===== src/rtl/mac_dot_sequencer.sv =====
`default_nettype none
// mac_dot_sequencer: steps an external combinational 8x8+24 MAC through one runtime-length dot product.
// Optional output ReLU enabled by defining MAC_SEQ_RELU_EN.  Rev 1.0
module mac_dot_sequencer #(
  parameter int DATA_W = 8,
  parameter int PSUM_W = 24,
  parameter int LEN_W  = 8
) (
  input  logic              clk,
  input  logic              rst,
  input  logic              start,
  input  logic [LEN_W-1:0]  cfg_len,
  input  logic [PSUM_W-1:0] psum_init,
  input  logic              in_valid,
  output logic              in_ready,
  input  logic [DATA_W-1:0] in_ifmap,
  input  logic [DATA_W-1:0] in_filter,
  output logic [DATA_W-1:0] mac_ifmap,
  output logic [DATA_W-1:0] mac_filter,
  output logic [PSUM_W-1:0] mac_psum,
  input  logic [PSUM_W-1:0] mac_updated,
  output logic              out_valid,
  input  logic              out_ready,
  output logic [PSUM_W-1:0] out_psum,
  output logic              busy,
  output logic              done
);

  typedef enum logic [1:0] {
    S_IDLE = 2'd0,
    S_ACC  = 2'd1,
    S_OUT  = 2'd2
  } state_t;

  state_t            state;
  logic [PSUM_W-1:0] acc;
  logic [LEN_W-1:0]  cnt;
  logic [LEN_W-1:0]  len;

  // ReLU touches only the presented result; acc keeps the raw signed sum.
  function automatic logic [PSUM_W-1:0] shape_out(input logic [PSUM_W-1:0] v);
`ifdef MAC_SEQ_RELU_EN
    return v[PSUM_W-1] ? '0 : v;
`else
    return v;
`endif
  endfunction

  assign mac_ifmap  = in_ifmap;
  assign mac_filter = in_filter;
  assign mac_psum   = acc;

  always_ff @(posedge clk or posedge rst) begin
    if (rst) begin
      state     <= S_IDLE;
      acc       <= '0;
      cnt       <= '0;
      len       <= '0;
      in_ready  <= 1'b0;
      out_valid <= 1'b0;
      out_psum  <= '0;
      busy      <= 1'b0;
      done      <= 1'b0;
    end else begin
      done <= 1'b0;
      case (state)
        S_IDLE: begin
          if (start) begin
            acc  <= psum_init;
            busy <= 1'b1;
            if (cfg_len != '0) begin
              len      <= cfg_len;
              cnt      <= '0;
              in_ready <= 1'b1;
              state    <= S_ACC;
            end else begin
              out_valid <= 1'b1;
              out_psum  <= shape_out(psum_init);
              state     <= S_OUT;
            end
          end
        end
        S_ACC: begin
          if (in_valid && in_ready) begin
            acc <= mac_updated;
            cnt <= cnt + 1'b1;
            // Result is registered straight from the MAC so out_valid rises right after the last beat.
            if (cnt == len - 1'b1) begin
              in_ready  <= 1'b0;
              out_valid <= 1'b1;
              out_psum  <= shape_out(mac_updated);
              state     <= S_OUT;
            end
          end
        end
        S_OUT: begin
          if (out_ready) begin
            out_valid <= 1'b0;
            busy      <= 1'b0;
            done      <= 1'b1;
            state     <= S_IDLE;
          end
        end
        default: state <= S_IDLE;
      endcase
    end
  end

endmodule
`default_nettype wire


===== config.mk =====
export PLATFORM = sky130hd
export DESIGN_NAME = mac_dot_sequencer
export DESIGN_NICKNAME = d
export VERILOG_FILES = /design/src/rtl/mac_dot_sequencer.sv
export SDC_FILE = /design/constraint.sdc
export NUM_CORES = 1
export LEC_CHECK = 0
export BUFFER_PORTS_ARGS = -buffer_cell sky130_fd_sc_hd__buf_4
export CAP_MARGIN = 20
export CORE_ASPECT_RATIO = 1.5
export CORE_UTILIZATION = 44
export DETAILED_ROUTE_END_ITERATION = 16
export GPL_TIMING_DRIVEN = 0
export PLACE_DENSITY = 0.74
export SLEW_MARGIN = 20
export SYNTH_ARGS = -nofsm -noshare
export SYNTH_HDL_FRONTEND = slang
export SYNTH_SLANG_ARGS = --single-unit

===== constraint.sdc =====
create_clock -name clk -period 2.4 [get_ports clk]
set_input_delay 0.24 -clock clk [delete_from_list [all_inputs] [get_ports clk]]
set_output_delay 0.24 -clock clk [all_outputs]
set_load 0.05 [all_outputs]

==> run metrics <==
Max Clock Skew=5.46 ps; wire per inst=15.6 um; Max-cap violations=0; top cell type's share of synthesized area=48.1%; # IOs=145; Sw Ratio=46.4%; EDFF count, synth=0; Commonest cells post-synth=nand2_1 (87), dfrtp_1 (70), nor2_1 (36), inv_1 (30), a31oi_1 (26); n_diodes=0; Synth cell types=47; cell-internal power=4180 uW; final wirelength=9980 um; first-pass GRT wire length=16100 um; met3 wire len=503 um; HPWL Detailed=7360 um; vias in the first global route=3409; VDD IR max=751 uV; Core Region=8010 um^2; drt drc=0; Congestion Overflow GR=0; Hold Fails Final Rpt=0; total negative setup slack=0 ps; #FFs+latches synth=70; RSZ-0062 raised after global routing=true; final std cells w/o fill=641; uppermost layer routed=met4; Iter 0 DRT Violations=238; Worst-path clk slew=60 ps; Starting Density=45.5%; Site Rows=40; Seq/Total Area, Yosys=48.1%; synth top area cells=dfrtp_1 (48%), nand2_1 (9.0%), o221ai_2 (4.9%); Clock Root Buffer=clkbuf_16; total global-route track usage=24.0%; proportion of layout cells with a drive suffix above 1=40.7%; worst path required time=2610 ps; M1 WL=3820 um; status=complete, no violations; port bufs=128; clock power share=19.6%; largest net degree at the start of global routing=43; Fillers=668; Static Leakage=0.00245 uW; clk buf depth=2; post-synthesis cell count=385; Final GP Congestion=0.903; total placed cells including tap cells=619; Mean Syn Cell Area=9.46 um^2; met2 WL=5370 um; switching power=3620 uW; antenna violations before repair=0; critical path data arrival time=2610 ps; mapped cell area=3640 um^2; Setup crit start kind=flip-flop; area leader, netlist=dfrtp_1; Hold Path Class=in -> reg; insertion delay to the later sink of the worst-skew pair=330 ps; drt first pass iters=4; CTS tree=done; final setup fails=0; H-tree Lvls=3; CP Capture Type=flip-flop; asr flop ratio synth=100%; Rel. slew slack=51.9%; register share of total power=27.0%; Antenna Violating Nets Remaining=0; Die ar.=8650 um^2; worst-path fanout max=5; Slew @ Worst Pin=715 ps; DR vias=3360; CP Class=reg -> reg; Syn. warnings=0; P&R area growth vs syn=45.5%; die height=113 um; Main synth FF type=dfrtp_1; max-slew violations=0; Vias/cell=5.24; Final min period=2400 ps; clk sink count=70; syn nets=464; power share of the combinational group=53.4%; Num CTS Buffers=9; Power Density=1470 nW/um^2; fmax=0.417 GHz; fin crit share=99.9%; die extent in x=76.3 um; top-count cell post-synth=nand2_1; # nets final=610
-- state kept, by name (all words and copies together), names as in the netlist --
name       count
out_psum      24
in_ready       1
mac_psum      24
done           1
cnt            8
out_valid      1
busy           1
state          2
len            8
-- layout make-up --
class | count | area [um^2] | share of cell area, %
buffer | 36 | 300 | 5.67
multi-input combinational | 247 | 1590 | 29.9
timing repair buffer | 137 | 1070 | 20.2
sequential | 70 | 1750 | 33.1
inverter | 30 | 115 | 2.17
tap | 105 | 131 | 2.48
clock inverter | 7 | 121 | 2.29
clock buffer | 9 | 225 | 4.25
-- path summary, 6_finish.rpt --
kind	endpoint	start	slack, ps	depth (start not counted)
setup / recovery	out_psum[0]	len[1]	4	11
hold / removal	out_psum[12]	psum_init[12]	130	3
setup reg to reg	out_psum[0]	len[1]	4	11
hold reg to reg	len[7]	len[7]	530	1
max in group asynchronous	mac_psum[21]	rst	1400	4
min in group asynchronous	len[4]	rst	470	3
-- cell families after synthesis --
kind of cell / share of synthesized area [%]
fa+ha+maj: 0.687
buf+inv: 11.0
compound gates: 16.7
simple gates: 17.8
flops: 48.1
mux: 1.85
xor+xnor: 3.85
-- layer usage --
metal,GRT usage [%],vias up
met5,0,-
met4,12.4,0
met3,4.96,21
met2,42.8,127
met1,27.0,1614
li1,-,1598
-- metrics by stage --
stage	power, uW	setup WS, ps	instance area, um^2	utilization, %	hold slack (ps)
floorplan	4900	151	3640	-	357
global placement	6020	-501	4730	59.1	461
detailed placement	6100	-271	4760	59.4	264
CTS	7700	2.56	5160	64.5	118
global route	8200	-102	5300	66.2	120
finish	7800	3.55	5300	66.2	127
-- placed cells by master (no fill, tap or decap), types with 5 or more instances in the layout --
master / instances
nor2_1: 36
nand2_1: 87
nor3_1: 5
o221ai_1: 5
nand3_1: 5
o221ai_2: 18
clkbuf_1: 8
buf_4: 148
dfrtp_1: 70
a31oi_1: 26
clkbuf_16: 10
o21ai_0: 6
xor2_1: 6
inv_1: 28
mux2_2: 6
xnor2_1: 10
-- worst max-delay path, stage by stage, from the launching register on --
cell and delay, ps:
dfrtp_1 380, inv_2 70, ha_4 260, xor2_1 160, nand2_1 110, nor4b_4 300, o211ai_2 160, buf_4 170
o31ai_4 250, buf_6 170, clkbuf_16 150, o221ai_2 90
-- power by group through the flow --
stage / logic [uW] / clock network, uW / registers, uW
final: 4160 / 1530 / 2100
after floorplan: 1410 / 0 / 3500
after global routing: 4440 / 1600 / 2170
after detailed placement: 3980 / 0 / 2110
after global placement: 3910 / 0 / 2100
after CTS: 4050 / 1560 / 2090
-- what timing repair did --
item,4_1_cts,5_1_grt
gates resized for setup,4,21
buffers inserted,5,1
setup endpoints to repair,34,32
pin swaps,2,4
hold buffers,1,0
gates cloned,0,1
endpoints found under the hold margin,28,0
Note: power is estimated with default switching activity, not from simulation.
